===== config.mk =====
export PLATFORM = sky130hd
export DESIGN_NAME = pipeline_hazard_ctrl_flat
export DESIGN_NICKNAME = d
export VERILOG_FILES = /design/src/rtl/pipeline_hazard_ctrl_if.sv /design/src/rtl/pipeline_hazard_ctrl.sv /design/src/flat_wrapper.sv
export SDC_FILE = /design/constraint.sdc
export NUM_CORES = 1
export LEC_CHECK = 0
export CORE_AREA = 3 3 99 101
export CTS_BUF_LIST = sky130_fd_sc_hd__clkbuf_16
export DETAILED_ROUTE_END_ITERATION = 6
export DIE_AREA = 0 0 102 104
export PLACE_DENSITY = 0.72
export SYNTH_ARGS = -nofsm -noshare
export SYNTH_HDL_FRONTEND = slang
export SYNTH_SLANG_ARGS = --single-unit

===== constraint.sdc =====
create_clock -name CLK -period 3.89 [get_ports CLK]
set_clock_uncertainty 0.15 [all_clocks]
set_input_delay 0.778 -clock CLK [delete_from_list [all_inputs] [get_ports CLK]]
set_output_delay 0.778 -clock CLK [all_outputs]
set_load 0.05 [all_outputs]

===== src/rtl/pipeline_hazard_ctrl_if.sv =====
`default_nettype none
// ============================================================================
// Module   : pipeline_hazard_ctrl_if
// Purpose  : Signal bundle between the pipeline datapath and the central
//            stall/flush controller.
// Revision : 1.0 - initial release
// ============================================================================
interface pipeline_hazard_ctrl_if;
    // hazard-detection inputs to the controller
    logic        ihit;
    logic        dhit;
    logic        mem_req_MEM;
    logic        load_ID_EX;
    logic [4:0]  Rt_ID_EX;
    logic [4:0]  Rs_IF_ID;
    logic [4:0]  Rt_IF_ID;
    logic        uses_rt_IF_ID;
    logic        redirect_MEM;
    logic [31:0] target_MEM;
    logic        halt_MEM_WB;

    // pipeline control outputs
    logic        pc_en;
    logic        pc_sel_redirect;
    logic [31:0] redirect_pc;
    logic        enable_IF_ID;
    logic        enable_ID_EX;
    logic        enable_EX_MEM;
    logic        enable_MEM_WB;
    logic        flush_IF_ID;
    logic        flush_ID_EX;
    logic        flush_EX_MEM;
    logic        flush_MEM_WB;
    logic        halt;
    logic [15:0] stall_cycles;
    logic [15:0] flush_events;

    // datapath side: drives hazard information, receives control
    modport master (
        output ihit, dhit, mem_req_MEM, load_ID_EX, Rt_ID_EX, Rs_IF_ID,
               Rt_IF_ID, uses_rt_IF_ID, redirect_MEM, target_MEM, halt_MEM_WB,
        input  pc_en, pc_sel_redirect, redirect_pc,
               enable_IF_ID, enable_ID_EX, enable_EX_MEM, enable_MEM_WB,
               flush_IF_ID, flush_ID_EX, flush_EX_MEM, flush_MEM_WB,
               halt, stall_cycles, flush_events
    );

    // controller side
    modport slave (
        input  ihit, dhit, mem_req_MEM, load_ID_EX, Rt_ID_EX, Rs_IF_ID,
               Rt_IF_ID, uses_rt_IF_ID, redirect_MEM, target_MEM, halt_MEM_WB,
        output pc_en, pc_sel_redirect, redirect_pc,
               enable_IF_ID, enable_ID_EX, enable_EX_MEM, enable_MEM_WB,
               flush_IF_ID, flush_ID_EX, flush_EX_MEM, flush_MEM_WB,
               halt, stall_cycles, flush_events
    );
endinterface
`default_nettype wire


===== src/rtl/pipeline_hazard_ctrl.sv =====
`default_nettype none
// ============================================================================
// Module   : pipeline_hazard_ctrl
// Purpose  : Central stall/flush controller for the five-stage pipeline.
//            Decides per cycle whether PC and each pipeline register load,
//            hold or take a bubble; holds a redirect target across an
//            instruction-fetch miss; keeps saturating event counters.
// Revision : 1.0 - initial release
// ============================================================================
module pipeline_hazard_ctrl (
    input  wire logic             CLK,
    input  wire logic             nRST,
    pipeline_hazard_ctrl_if.slave bus
);

    typedef enum logic [1:0] {
        RUN        = 2'd0,
        REDIR_WAIT = 2'd1,
        HALT       = 2'd2
    } state_t;

    localparam logic [15:0] CNT_MAX = 16'hFFFF;

    state_t      state;
    state_t      state_next;
    logic [31:0] tgt_q;
    logic [31:0] tgt_next;
    logic [15:0] stall_q;
    logic [15:0] flush_q;
    logic        stall_inc;
    logic        flush_inc;
    logic        dfreeze;
    logic        load_use;

    // A data miss in MEM freezes the whole pipeline, redirects included.
    assign dfreeze = bus.mem_req_MEM & ~bus.dhit;

    // Loaded value would be consumed by the very next instruction; $zero never hazards.
    assign load_use = bus.load_ID_EX && (bus.Rt_ID_EX != 5'd0) &&
                      ((bus.Rt_ID_EX == bus.Rs_IF_ID) ||
                       (bus.uses_rt_IF_ID && (bus.Rt_ID_EX == bus.Rt_IF_ID)));

    // State, latched redirect target and saturating counters.
    always_ff @(posedge CLK) begin
        if (!nRST) begin
            state   <= RUN;
            tgt_q   <= 32'd0;
            stall_q <= 16'd0;
            flush_q <= 16'd0;
        end else begin
            state <= state_next;
            tgt_q <= tgt_next;
            if (stall_inc && (stall_q != CNT_MAX))
                stall_q <= stall_q + 16'd1;
            if (flush_inc && (flush_q != CNT_MAX))
                flush_q <= flush_q + 16'd1;
        end
    end

    // Priority-ordered hazard resolution; everything here is same-cycle control.
    always_comb begin
        bus.pc_en           = 1'b1;
        bus.pc_sel_redirect = 1'b0;
        bus.redirect_pc     = bus.target_MEM;
        bus.enable_IF_ID    = 1'b1;
        bus.enable_ID_EX    = 1'b1;
        bus.enable_EX_MEM   = 1'b1;
        bus.enable_MEM_WB   = 1'b1;
        bus.flush_IF_ID     = 1'b0;
        bus.flush_ID_EX     = 1'b0;
        bus.flush_EX_MEM    = 1'b0;
        bus.flush_MEM_WB    = 1'b0;
        bus.halt            = 1'b0;
        state_next          = state;
        tgt_next            = tgt_q;
        stall_inc           = 1'b0;
        flush_inc           = 1'b0;

        if (!nRST) begin
            // Hold every stage cleared while in reset.
            bus.pc_en         = 1'b0;
            bus.redirect_pc   = 32'd0;
            bus.enable_IF_ID  = 1'b0;
            bus.enable_ID_EX  = 1'b0;
            bus.enable_EX_MEM = 1'b0;
            bus.enable_MEM_WB = 1'b0;
            bus.flush_IF_ID   = 1'b1;
            bus.flush_ID_EX   = 1'b1;
            bus.flush_EX_MEM  = 1'b1;
            bus.flush_MEM_WB  = 1'b1;
            state_next        = RUN;
            tgt_next          = 32'd0;
        end else if ((state == HALT) || bus.halt_MEM_WB) begin
            bus.pc_en         = 1'b0;
            bus.enable_IF_ID  = 1'b0;
            bus.enable_ID_EX  = 1'b0;
            bus.enable_EX_MEM = 1'b0;
            bus.enable_MEM_WB = 1'b0;
            bus.halt          = (state == HALT);
            state_next        = HALT;
        end else if (dfreeze) begin
            bus.pc_en         = 1'b0;
            bus.enable_IF_ID  = 1'b0;
            bus.enable_ID_EX  = 1'b0;
            bus.enable_EX_MEM = 1'b0;
            bus.enable_MEM_WB = 1'b0;
            stall_inc         = 1'b1;
        end else if (state == REDIR_WAIT) begin
            // Keep steering fetch to the latched target until it hits.
            bus.flush_IF_ID     = 1'b1;
            bus.pc_sel_redirect = 1'b1;
            bus.redirect_pc     = tgt_q;
            bus.pc_en           = bus.ihit;
            if (bus.ihit)
                state_next = RUN;
            else
                stall_inc = 1'b1;
        end else if (bus.redirect_MEM) begin
            // Squash the three younger wrong-path instructions.
            bus.flush_IF_ID  = 1'b1;
            bus.flush_ID_EX  = 1'b1;
            bus.flush_EX_MEM = 1'b1;
            flush_inc        = 1'b1;
            if (bus.ihit) begin
                bus.pc_sel_redirect = 1'b1;
            end else begin
                bus.pc_en  = 1'b0;
                tgt_next   = bus.target_MEM;
                state_next = REDIR_WAIT;
            end
        end else if (load_use) begin
            bus.pc_en        = 1'b0;
            bus.enable_IF_ID = 1'b0;
            bus.flush_ID_EX  = 1'b1;
            stall_inc        = 1'b1;
        end else if (!bus.ihit) begin
            bus.pc_en       = 1'b0;
            bus.flush_IF_ID = 1'b1;
            stall_inc       = 1'b1;
        end
    end

    assign bus.stall_cycles = stall_q;
    assign bus.flush_events = flush_q;

endmodule
`default_nettype wire


===== src/flat_wrapper.sv =====
// flat-port wrapper written by rule: the top's interface ports become plain ports
module pipeline_hazard_ctrl_flat 
  (CLK, nRST, bus_ihit, bus_dhit, bus_mem_req_MEM, bus_load_ID_EX, bus_Rt_ID_EX, bus_Rs_IF_ID, bus_Rt_IF_ID, bus_uses_rt_IF_ID, bus_redirect_MEM, bus_target_MEM, bus_halt_MEM_WB, bus_pc_en, bus_pc_sel_redirect, bus_redirect_pc, bus_enable_IF_ID, bus_enable_ID_EX, bus_enable_EX_MEM, bus_enable_MEM_WB, bus_flush_IF_ID, bus_flush_ID_EX, bus_flush_EX_MEM, bus_flush_MEM_WB, bus_halt, bus_stall_cycles, bus_flush_events);
  pipeline_hazard_ctrl_if bus_i ();
  input  wire logic CLK;
  input  wire logic nRST;
  input wire logic [$bits(bus_i.ihit)-1:0] bus_ihit;
  input wire logic [$bits(bus_i.dhit)-1:0] bus_dhit;
  input wire logic [$bits(bus_i.mem_req_MEM)-1:0] bus_mem_req_MEM;
  input wire logic [$bits(bus_i.load_ID_EX)-1:0] bus_load_ID_EX;
  input wire logic [$bits(bus_i.Rt_ID_EX)-1:0] bus_Rt_ID_EX;
  input wire logic [$bits(bus_i.Rs_IF_ID)-1:0] bus_Rs_IF_ID;
  input wire logic [$bits(bus_i.Rt_IF_ID)-1:0] bus_Rt_IF_ID;
  input wire logic [$bits(bus_i.uses_rt_IF_ID)-1:0] bus_uses_rt_IF_ID;
  input wire logic [$bits(bus_i.redirect_MEM)-1:0] bus_redirect_MEM;
  input wire logic [$bits(bus_i.target_MEM)-1:0] bus_target_MEM;
  input wire logic [$bits(bus_i.halt_MEM_WB)-1:0] bus_halt_MEM_WB;
  output wire logic [$bits(bus_i.pc_en)-1:0] bus_pc_en;
  output wire logic [$bits(bus_i.pc_sel_redirect)-1:0] bus_pc_sel_redirect;
  output wire logic [$bits(bus_i.redirect_pc)-1:0] bus_redirect_pc;
  output wire logic [$bits(bus_i.enable_IF_ID)-1:0] bus_enable_IF_ID;
  output wire logic [$bits(bus_i.enable_ID_EX)-1:0] bus_enable_ID_EX;
  output wire logic [$bits(bus_i.enable_EX_MEM)-1:0] bus_enable_EX_MEM;
  output wire logic [$bits(bus_i.enable_MEM_WB)-1:0] bus_enable_MEM_WB;
  output wire logic [$bits(bus_i.flush_IF_ID)-1:0] bus_flush_IF_ID;
  output wire logic [$bits(bus_i.flush_ID_EX)-1:0] bus_flush_ID_EX;
  output wire logic [$bits(bus_i.flush_EX_MEM)-1:0] bus_flush_EX_MEM;
  output wire logic [$bits(bus_i.flush_MEM_WB)-1:0] bus_flush_MEM_WB;
  output wire logic [$bits(bus_i.halt)-1:0] bus_halt;
  output wire logic [$bits(bus_i.stall_cycles)-1:0] bus_stall_cycles;
  output wire logic [$bits(bus_i.flush_events)-1:0] bus_flush_events;
  assign bus_i.ihit = bus_ihit;
  assign bus_i.dhit = bus_dhit;
  assign bus_i.mem_req_MEM = bus_mem_req_MEM;
  assign bus_i.load_ID_EX = bus_load_ID_EX;
  assign bus_i.Rt_ID_EX = bus_Rt_ID_EX;
  assign bus_i.Rs_IF_ID = bus_Rs_IF_ID;
  assign bus_i.Rt_IF_ID = bus_Rt_IF_ID;
  assign bus_i.uses_rt_IF_ID = bus_uses_rt_IF_ID;
  assign bus_i.redirect_MEM = bus_redirect_MEM;
  assign bus_i.target_MEM = bus_target_MEM;
  assign bus_i.halt_MEM_WB = bus_halt_MEM_WB;
  assign bus_pc_en = bus_i.pc_en;
  assign bus_pc_sel_redirect = bus_i.pc_sel_redirect;
  assign bus_redirect_pc = bus_i.redirect_pc;
  assign bus_enable_IF_ID = bus_i.enable_IF_ID;
  assign bus_enable_ID_EX = bus_i.enable_ID_EX;
  assign bus_enable_EX_MEM = bus_i.enable_EX_MEM;
  assign bus_enable_MEM_WB = bus_i.enable_MEM_WB;
  assign bus_flush_IF_ID = bus_i.flush_IF_ID;
  assign bus_flush_ID_EX = bus_i.flush_ID_EX;
  assign bus_flush_EX_MEM = bus_i.flush_EX_MEM;
  assign bus_flush_MEM_WB = bus_i.flush_MEM_WB;
  assign bus_halt = bus_i.halt;
  assign bus_stall_cycles = bus_i.stall_cycles;
  assign bus_flush_events = bus_i.flush_events;
  pipeline_hazard_ctrl u_core (.CLK(CLK), .nRST(nRST), .bus(bus_i));
endmodule

Word level (Yosys, flattened, before mapping)
Index checks and enable logic that the tools add are counted.

storage, ports and cells
  register bits = 66
  input port bits = 56
  output and inout bits = 75
  logic and storage cells = 98

cells by class
  add/subtract/negate cells = 2
  equality and inequality tests = 11
  multiplexer cells = 59
  bitwise operators = 7
  reductions and logical operators = 14

operator list
  operator                 count
  $mux W32                 4
  $mux W1                  49
  $add A16 B1 Y16 const B  2
  $ne A16 B16 Y1 const B   2
  $mux W2                  6
  $eq A5 B5 Y1             2
  $reduce_and A4 Y1        2
  $not A1 Y1               6
  $logic_and A1 B1 Y1      5
  $reduce_and A5 Y1        1
  $reduce_bool A5 Y1       1
  $ne A2 B2 Y1 const B     2
  $ne A3 B1 Y1 const B     1
  $ne A3 B2 Y1 const B     1
  $reduce_bool A3 Y1       1
  $eq A2 B1 Y1 const B     1
  $eq A2 B2 Y1 const B     1
  $logic_or A1 B1 Y1       2
  $ne A2 B1 Y1 const B     1
  $reduce_bool A2 Y1       1
  $reduce_or A2 Y1         1
  $and A1 B1 Y1            1

Logic depth before layout (Yosys ltp)
Gate-level depths: netlist of the first run.

  depth after elaboration = 11
  gate-level depth with buffers = 9
  depth with buffers taken out = 7

Worst setup path before layout of the first run
No wires, ideal clock.

  kind = input port to output port
  start point = input bus_Rt_ID_EX[4]
  end point = output bus_flush_ID_EX
  arrival = 3.047 ns
  required time = 2.962 ns
  setup slack = -0.085 ns
  stages on the path = 6
  buffers on the path = 0
  path through = xnor2_1 -> nand3_1 -> o22ai_1 -> nor2b_1 -> nor2_1 -> o41ai_1

on the way
  longest elaborated chain between the ends = 10
  elaborated cells between the ends (all ways) = 13
  those cells by class = 2 x eq/ne; 6 x mux; 5 x reduce/logical

RTL lines
  what                   RTL line                     RTL
  from (decl)            flat_wrapper.sv:11           input wire logic [$bits(bus_i.Rt_ID_EX)-1:0] bus_Rt_ID_EX;
  $eq A5 B5 Y1           pipeline_hazard_ctrl.sv:41   (bus.uses_rt_IF_ID && (bus.Rt_ID_EX == bus.Rt_IF_ID)));
  $logic_and A1 B1 Y1    pipeline_hazard_ctrl.sv:41
  $logic_or A1 B1 Y1     pipeline_hazard_ctrl.sv:40   ((bus.Rt_ID_EX == bus.Rs_IF_ID) ||
  $logic_and A1 B1 Y1 *  pipeline_hazard_ctrl.sv:39   assign load_use = bus.load_ID_EX && (bus.Rt_ID_EX != 5'd0) &&
  $mux W1 *              pipeline_hazard_ctrl.sv:131  end else if (load_use) begin
  $mux W1 *              pipeline_hazard_ctrl.sv:118  end else if (bus.redirect_MEM) begin
  $mux W1 *              pipeline_hazard_ctrl.sv:108  end else if (state == REDIR_WAIT) begin
  $mux W1 *              pipeline_hazard_ctrl.sv:101  end else if (dfreeze) begin
  $mux W1 *              pipeline_hazard_ctrl.sv:93   end else if ((state == HALT) || bus.halt_MEM_WB) begin
  $mux W1 *              pipeline_hazard_ctrl.sv:79   if (!nRST) begin
  to (decl)              flat_wrapper.sv:26           output wire logic [$bits(bus_i.flush_ID_EX)-1:0] bus_flush_ID_EX;

Mark *: on every way between the ends. The rest lies on a longest branch, timed or not.

Final worst setup path of the first run
  start point = input bus_mem_req_MEM
  end point = output bus_redirect_pc[20]

on the way
  longest elaborated chain between the ends = 4

RTL lines
  what           RTL line                     RTL
  from (decl)    flat_wrapper.sv:9            input wire logic [$bits(bus_i.mem_req_MEM)-1:0] bus_mem_req_MEM;
  $and A1 B1 Y1  pipeline_hazard_ctrl.sv:36   assign dfreeze = bus.mem_req_MEM & ~bus.dhit;
  $mux W32       pipeline_hazard_ctrl.sv:101
  $mux W32       pipeline_hazard_ctrl.sv:93
  $mux W32       pipeline_hazard_ctrl.sv:79
  to (decl)      flat_wrapper.sv:20           output wire logic [$bits(bus_i.redirect_pc)-1:0] bus_redirect_pc;

Every way passes these cells.

==> results of run 1 <==
==> metal layers <==
layer	vias to the layer above	GRT usage (%)	part of all wire [%]
li1	1917	-	-
met1	1769	25.7	45
met2	114	30.3	45
met3	10	7.51	9.0
met4	0	5.34	0.99
met5	-	0	0
==> logic make-up after synthesis <==
family,after synthesis
XOR/XNOR,24
multiplexers,11
AO/OA/AOI/OAI,95
buffers and inverters,45
adder cells (fa/ha/maj),5
AND/OR/NAND/NOR,252
flip-flops,66
==> cells in the final DEF (no fill, tap or decap), types with 7 or more instances in the layout <==
master,Yosys,layout
nor3_1,10,9
mux2i_1,11,11
nand4_1,7,7
inv_1,9,9
a21oi_1,72,72
dfxtp_1,66,66
nand2_1,154,154
buf_12,0,43
clkdlybuf4s50_1,0,87
clkbuf_16,0,9
buf_4,2,12
nor2_1,22,22
xnor2_1,22,22
nand3_1,11,11
o21ai_0,7,7
nand2b_1,11,11
==> state kept, by name, summed over array words and instances, names as in the netlist <==
name / count
u_core.state: 2
u_core.bus.flush_events: 16
u_core.bus.stall_cycles: 16
u_core.tgt_q: 32
==> power by group <==
part | internal, mW | switching (mW) | leakage, nW
clock network | 0.482 | 0.290 | 0.136
registers | 0.686 | 0.00642 | 0.533
logic | 0.176 | 0.199 | 1.38
total | 1.34 | 0.496 | 2.05
==> worst min-delay path: cells and delay by family, from the launching register on <==
| family | cells | cell delay [ns] |
|---|---|---|
| flip-flops | 1 | 0.31 |
| AND/OR/NAND/NOR | 1 | 0.05 |
| AO/OA/AOI/OAI | 1 | 0.05 |
==> path summary, 6_finish.rpt <==
check	end	depth (start not counted)	slack, ns
setup / recovery	bus_redirect_pc[20]	8	0.18
hold / removal	u_core.tgt_q[23]	2	0.30
setup reg to reg	u_core.bus.stall_cycles[9]	7	1.68
hold reg to reg	u_core.tgt_q[23]	2	0.30
==> metrics by stage <==
| stage | setup slack [ns] | util [%] | hold slack, ns | std cells |
|---|---|---|---|---|
| 6_report | 0.178 | 62.8 | 0.305 | 731 |
| 5_1_grt | 0.116 | 62.8 | 0.315 | 731 |
| 4_1_cts | 0.217 | 62.8 | 0.304 | 731 |
| 3_5_place_dp | 0.237 | 59.8 | 0.297 | 717 |
| 3_3_place_gp | 0.261 | 59.8 | 0.291 | 717 |
| 2_1_floorplan | 0.0622 | - | 0.287 | 498 |
==> final cells by class <==
class                      count  area (um^2)  area share (%)
clock buffer                   9          225            3.94
clock inverter                 5         47.5           0.831
inverter                      11         41.3           0.722
multi-input combinational    387         2120            37.1
sequential                    66         1320            23.1
tap                          111          139            2.43
timing repair buffer         142         1820            31.8
==> results.toml, run 1 <==
[placement]
port_buffers = 130
place_hpwl_um = 7370
gp_congestion = 0.800
placed_area_mm2 = 0.00545

[layout]
antennaDiodeCount = 0
filler_cell_count = 799
nNetsFinal = 678
design_area_mm2 = 0.00572
area_growth_pct = 58.6
drive_gt1_share_pct = 13.2

[detailed_routing]
route.final.wire_length_um = 10400
drtAntennaViolNets = 0
drc = 0
dr.pass1.iters = 4
drtIter0Drc = 108
wire_per_inst_um = 14.3
vias = 3810
via_per_inst = 5.21

[critical_path]
worst_path_max_delay_cell = "clkdlybuf4s50_1"
crit_type = "in -> out"
critPathMaxStageDelay_ns = 0.47
path_cells = "clkdlybuf4s50_1 > nor2b_1 > nor3_1 > nand2_1 > buf_4 > nand2_1 > a21oi_1 > buf_12"
cp_common_cell = "nand2_1"
arrival_ns = 2.78
cp-end-kind = "primary output"
cp_top_family = "buffers and inverters"
critPathMaxFanout = 32
startpoint = "bus_mem_req_MEM"
start_kind = "primary input"
crit_buf_inv = 3
worst-endpoint-required_ns = 2.96
r2r_start = "u_core.state[1]"

[logic_synthesis]
synthCells = 498
ys.flop_type = "dfxtp_1"
ys_seq_elements = 66
syn-num-nets = 559
synth-edff-count = 0
synth-simple-area-share_pct = 32.9
synth_area_leaders = "dfxtp_1 (37%), nand2_1 (16%), a21oi_1 (10%)"
yosysMostFrequentCell = "nand2_1"
synth_compound_area_share_pct = 14.8
ys_types = 41
synthMuxAreaShare_pct = 3.05
yosys.area_share.adder_pct = 1.73
ys_top_cells_by_count = "nand2_1 (154), a21oi_1 (72), dfxtp_1 (66)"
yosys.area.top_type_share_pct = 36.6
ys_seq_area_share_pct = 36.6
postSynth.asyncResetShare_pct = 0
synth_top_cell_by_area = "dfxtp_1"
syn_avg_cell_area_um2 = 7.24
synth-xor-area-share_pct = 5.83
synth_top_family_by_area = "simple AND/OR/NAND/NOR gates"
syn_area_mm2 = 0.00361
ys_warn_count = 0

[timing]
rsz0062_at_grt = "false"
slew_violations = 0
fin_crit_sh_pct = 95.4
max_freq_mhz = 269
hold_viol_final = 0
min_period_ns = 3.71
setup_viol = 0
worst_slew_pin_slew_ns = 0.514
max_slew_margin_pct = 65.7
tns_ns = 0

[die]
die_area_mm2 = 0.0106
die_h_um = 104
die_w_um = 102
core_area_mm2 = 0.00911
io_pins = 131
start_util_pct = 39.6
row_count = 35

[clock_network]
post-cts-setup-buffers = 0
numClockSinks = 66
cts_hold_buf = 0
cts-buffers-inserted = 9
cts_buffer_depth = 2
cts_max_level = 3
clk_pin_slew_ns = 0.05
clock_latency_ns = 0.32
cts_tree = "done"
cts_resized = 0
root_buffer = "clkbuf_16"

[worst_hold_path]
min_path_type = "reg -> reg"
hp-start = "u_core.tgt_q[23]"

[global_route]
grt_pass1_vias = 3689
grt_overflow_total = 0
grt_pass1_wl_um = 17300
grt_max_degree = 50
antenna_found_initial = 0
grt_use_total_pct = 19.7

[pwr]
ir_drop_v = 0.000175
p_per_area_mw_per_mm2 = 322
p_leak_nw = 2.05
p_total_mw = 1.84

[run]
maxCapViolations = 0

[run_status]
outcome = "finished, final reports clean"
Power figures use the tool's default switching activity.
==> run 2, diff against run 1 <==
--- a/config.mk
+++ b/config.mk
@@ -5,11 +5,13 @@
 export SDC_FILE = /design/constraint.sdc
 export NUM_CORES = 1
 export LEC_CHECK = 0
-export CORE_AREA = 3 3 99 101
+export CELL_PAD_IN_SITES_DETAIL_PLACEMENT = 1
+export CELL_PAD_IN_SITES_GLOBAL_PLACEMENT = 1
+export CORE_AREA = 10 10 115 117
 export CTS_BUF_LIST = sky130_fd_sc_hd__clkbuf_16
 export DETAILED_ROUTE_END_ITERATION = 6
-export DIE_AREA = 0 0 102 104
-export PLACE_DENSITY = 0.72
+export DIE_AREA = 0 0 125 127
+export PLACE_DENSITY_LB_ADDON = 0.1
 export SYNTH_ARGS = -nofsm -noshare
 export SYNTH_HDL_FRONTEND = slang
 export SYNTH_SLANG_ARGS = --single-unit
==> run 2 against run 1 <==
- final area up 2.0%
- sequential cell count unchanged
- worst setup slack got worse by 0.036 ns
- cell count is 4.7% higher
- clock power rose by 11%
- routed wire length up 25%
- largest cell class unchanged
==> results.toml, run 2 (synthesis results as in run 1) <==
[run_status]
outcome = "finished, final reports clean"

[global_route]
grt_pass1_wl_um = 21300
grt_max_degree = 70
grt_overflow_total = 0
antenna_found_initial = 0
grt_use_total_pct = 16.1
grt_pass1_vias = 3993

[clock_network]
clock_latency_ns = 0.33
cts_tree = "done"
root_buffer = "clkbuf_16"
cts_buffer_depth = 2
cts-buffers-inserted = 9
clk_pin_slew_ns = 0.05
cts_max_level = 3
numClockSinks = 66

[layout]
filler_cell_count = 1320
drive_gt1_share_pct = 13.5
layout_common_cells = "nand2_1 (154), clkdlybuf4s50_1 (87), a21oi_1 (72), dfxtp_1 (66), buf_12 (46)"
multi_input_area_mm2 = 0.00213
final_common_cell = "nand2_1"
top_register = "u_core.tgt_q"
largest_reg_flops = 32
antennaDiodeCount = 0
nNetsFinal = 678
seq_area_mm2 = 0.00132
area_growth_pct = 61.8

[critical_path]
cp-end-kind = "primary output"
crit_type = "in -> out"
worst_path_max_delay_cell = "clkdlybuf4s50_1"
r2r_slack_ns = 1.51
start_kind = "primary input"
cp_top_family = "buffers and inverters"
worst-endpoint-required_ns = 2.96
arrival_ns = 2.82
path_cells = "clkdlybuf4s50_1 > xnor2_1 > nand4_1 > o22ai_1 > nor2b_2 > nor2_1 > o41ai_2 > buf_12"
crit_buf_inv = 2
startpoint = "bus_Rt_ID_EX[2]"
r2r_start = "u_core.state[0]"
critPathMaxFanout = 3
critPathMaxStageDelay_ns = 0.47
rr_worst_depth = 9
timing.rr.end = "u_core.bus.stall_cycles[3]"

[pwr]
p_leak_nw = 2.07
ir_drop_v = 0.000143
p_per_area_mw_per_mm2 = 332

[detailed_routing]
wire_per_inst_um = 17.1
drc = 0
drtAntennaViolNets = 0
drtIter0Drc = 210
via_per_inst = 5.16
dr.pass1.iters = 4
route.final.wire_length_um = 13100
vias = 3944

[timing]
worst_slew_pin_slew_ns = 0.523
max_freq_mhz = 267
rsz0062_at_grt = "false"
min_period_ns = 3.75
slew_violations = 0
tns_ns = 0
fin_crit_sh_pct = 96.4
hold_viol_final = 0
max_slew_margin_pct = 65.0
holdWs_ns = 0.306
setup_viol = 0

[die]
die_area_mm2 = 0.0159
die_w_um = 125
row_count = 39
io_pins = 131
die_h_um = 127
core_area_mm2 = 0.0111
start_util_pct = 32.4

[placement]
port_buffers = 130
gp_congestion = 0.842
place_hpwl_um = 9530

[worst_hold_path]
hp-start = "u_core.tgt_q[29]"
hold_path_end = "u_core.tgt_q[29]"
min_path_type = "reg -> reg"
holdPathStages = 2

[run]
maxCapViolations = 0
[run 2: through the flow]
step	setup WS, ns	area (um^2)	utilization, %	total power, mW	std cells
3_5_place_dp	0.112	5530	49.7	1.09	749
3_3_place_gp	0.224	5530	49.7	1.09	749
2_1_floorplan	0.0622	3610	-	0.884	498
4_1_cts	0.0950	5830	52.4	1.96	765
6_report	0.142	5840	52.5	1.94	765
5_1_grt	0.0180	5840	52.5	2.02	765
[run 2: where the power goes]
part / internal [mW] / leakage, nW / switching, mW
clock: 0.553 / 0.148 / 0.307
sequential: 0.686 / 0.533 / 0.00665
combinational: 0.178 / 1.39 / 0.205
total: 1.42 / 2.07 / 0.519
[run 2: timing repair]
item,4_1_cts,5_1_grt
buffers inserted,0,0
setup endpoints to repair,0,1
gates resized for setup,0,1
hold buffers,0,0
[run 2: final cells by class]
cell class | count | area share, %
well taps | 143 | 3.07
multi-input cells | 387 | 36.4
clock buffers | 9 | 3.86
repair buffers | 142 | 31.9
flip-flops and latches | 66 | 22.6
clock inverters | 7 | 1.44
inverters | 11 | 0.707
[run 2: per-layer routing]
layer / share of wire (%) / vias to the layer above / track usage (%)
met5: 0 / - / 0
met4: 1.6 / 0 / 4.67
li1: - / 1918 / -
met1: 43 / 1913 / 18.9
met3: 6.5 / 14 / 5.79
met2: 49 / 99 / 27.1
[run 2: worst max path at each step]
stage / to / depth (start not counted) / slack, ns
after floorplan: bus_pc_en / 5 / 0.06
after global placement: bus_pc_en / 7 / 0.22
after CTS: bus_flush_ID_EX / 8 / 0.1
after global routing: bus_flush_ID_EX / 8 / 0.02
final: bus_flush_ID_EX / 8 / 0.14
after detailed placement: bus_flush_ID_EX / 8 / 0.11
[run 2: worst register-to-register path, cell delays in order (launching register included)]
cell and delay, ns:
dfxtp_1 0.40, nor2b_1 0.18, buf_4 0.17, inv_2 0.07
a21oi_1 0.13, o21ai_0 0.12, a21boi_1 0.16, buf_4 0.23
o311ai_0 0.49, o41ai_1 0.14
==> run 3, diff against run 2 <==
--- a/config.mk
+++ b/config.mk
@@ -6,11 +6,11 @@
 export NUM_CORES = 1
 export LEC_CHECK = 0
 export CELL_PAD_IN_SITES_DETAIL_PLACEMENT = 1
-export CELL_PAD_IN_SITES_GLOBAL_PLACEMENT = 1
-export CORE_AREA = 10 10 115 117
+export CELL_PAD_IN_SITES_GLOBAL_PLACEMENT = 2
+export CORE_AREA = 10 10 129 131
 export CTS_BUF_LIST = sky130_fd_sc_hd__clkbuf_16
 export DETAILED_ROUTE_END_ITERATION = 6
-export DIE_AREA = 0 0 125 127
+export DIE_AREA = 0 0 139 141
 export PLACE_DENSITY_LB_ADDON = 0.1
 export SYNTH_ARGS = -nofsm -noshare
 export SYNTH_HDL_FRONTEND = slang
==> run 3 against run 2 <==
- non-clock buffer count did not move
- first-iteration DRC count down 23%
- worst setup slack improved by 0.070 ns
- power is 7.9% lower
- routed wire length grew 0.63%
- combinational power barely moved
- critical path depth fell by 1
- highest routed layer unchanged
==> results.toml, run 3 (synthesis results as in run 1) <==
[run_status]
outcome = "finished, final reports clean"

[timing]
fin_crit_sh_pct = 94.6
slew_violations = 0
hold_viol_final = 0
min_period_ns = 3.68
max_freq_mhz = 272
setup_viol = 0
worst_slew_pin_slew_ns = 0.565
tns_ns = 0
rsz0062_at_grt = "false"
holdWs_ns = 0.306
max_slew_margin_pct = 62.4

[die]
die_h_um = 141
die_area_mm2 = 0.0196
core_area_mm2 = 0.0142
die_w_um = 139
io_pins = 131
start_util_pct = 25.4
row_count = 44

[placement]
place_hpwl_um = 9500
dp_cells = 790
gp_congestion = 0.826
port_buffers = 130

[pwr]
p_per_area_mw_per_mm2 = 307
p_leak_nw = 2.06
ir_drop_v = 0.000172

[worst_hold_path]
holdPathStages = 2
hp-start = "u_core.tgt_q[7]"
hold_path_end = "u_core.tgt_q[7]"
min_path_type = "reg -> reg"

[global_route]
grt_max_degree = 54
grt_use_total_pct = 13.2
grt_overflow_total = 0
antenna_found_initial = 0
grt_pass1_wl_um = 21300
grt_pass1_vias = 4051

[layout]
fin_util_pct = 41.0
seq_area_mm2 = 0.00132
multi_input_area_mm2 = 0.00212
area_growth_pct = 61.3
largest_reg_flops = 32
top_register = "u_core.tgt_q"
layout.cells.non_filler = 806
layout_common_cells = "nand2_1 (154), clkdlybuf4s50_1 (87), a21oi_1 (72), dfxtp_1 (66), buf_12 (45)"
nNetsFinal = 678
antennaDiodeCount = 0
drive_gt1_share_pct = 13.0
filler_cell_count = 1678
final_common_cell = "nand2_1"

[critical_path]
timing.rr.end = "u_core.bus.stall_cycles[10]"
cp-end-kind = "primary output"
start_kind = "primary input"
rr_worst_depth = 9
arrival_ns = 2.75
r2r_start = "u_core.state[0]"
worst-endpoint-required_ns = 2.96
critPathMaxFanout = 3
crit_type = "in -> out"
r2r_slack_ns = 1.63

[run]
maxCapViolations = 0

[clock_network]
cts-buffers-inserted = 9
cts_buffer_depth = 2
clk_pin_slew_ns = 0.05
cts_resized = 0
root_buffer = "clkbuf_16"
numClockSinks = 66
cts_tree = "done"
clock_latency_ns = 0.33
cts_hold_buf = 0
post-cts-setup-buffers = 0
cts_max_level = 3

[detailed_routing]
drc = 0
vias = 3868
route.final.wire_length_um = 13200
drtAntennaViolNets = 0
via_per_inst = 4.80
drtIter0Drc = 161
wire_per_inst_um = 16.3
dr.pass1.iters = 4
==> run 3: cell type report <==
class / count / area share [%]
multi-input cells: 387 / 36.5
inverters: 11 / 0.710
flip-flops and latches: 66 / 22.7
clock buffers: 9 / 3.87
repair buffers: 142 / 31.7
well taps: 184 / 3.96
clock inverters: 7 / 0.495
==> run 3: critical path, stage by stage <==
cell             delay (ns)
clkdlybuf4s50_1        0.46
or4_1                  0.55
o21ai_1                0.22
nor2b_1                0.13
a21oi_1                0.25
and2_1                 0.22
buf_12                 0.15
==> run 3: layer usage <==
layer	up-vias	routed length, um	global-route usage, %
met2	90	6190	21.7
met4	0	182	4.78
met1	1849	5940	15.8
met5	-	0	0
met3	10	843	4.06
li1	1919	-	-
==> run 3: worst max-delay path by stage <==
stage                          from               to  slack [ns]
floorplan           bus_Rt_ID_EX[0]        bus_pc_en        0.06
global placement    bus_Rt_ID_EX[0]        bus_pc_en        0.18
detailed placement  bus_Rt_ID_EX[0]        bus_pc_en        0.18
CTS                 bus_Rt_ID_EX[0]        bus_pc_en        0.16
global route        bus_Rt_ID_EX[4]  bus_flush_ID_EX        0.06
finish              bus_Rt_ID_EX[0]        bus_pc_en        0.21
==> run 3: power breakdown <==
group / internal, mW / switching [mW] / total (mW)
Sequential: 0.687 / 0.00655 / 0.693
Clock: 0.417 / 0.292 / 0.709
Combinational: 0.177 / 0.204 / 0.381
==> run 3: per-stage QoR <==
stage / total power, mW / setup WS, ns / instance area (um^2)
6_report: 1.78 / 0.212 / 5820
5_1_grt: 1.87 / 0.0570 / 5820
4_1_cts: 1.82 / 0.160 / 5820
3_5_place_dp: 1.09 / 0.179 / 5560
3_3_place_gp: 1.09 / 0.179 / 5560
2_1_floorplan: 0.884 / 0.0622 / 3610
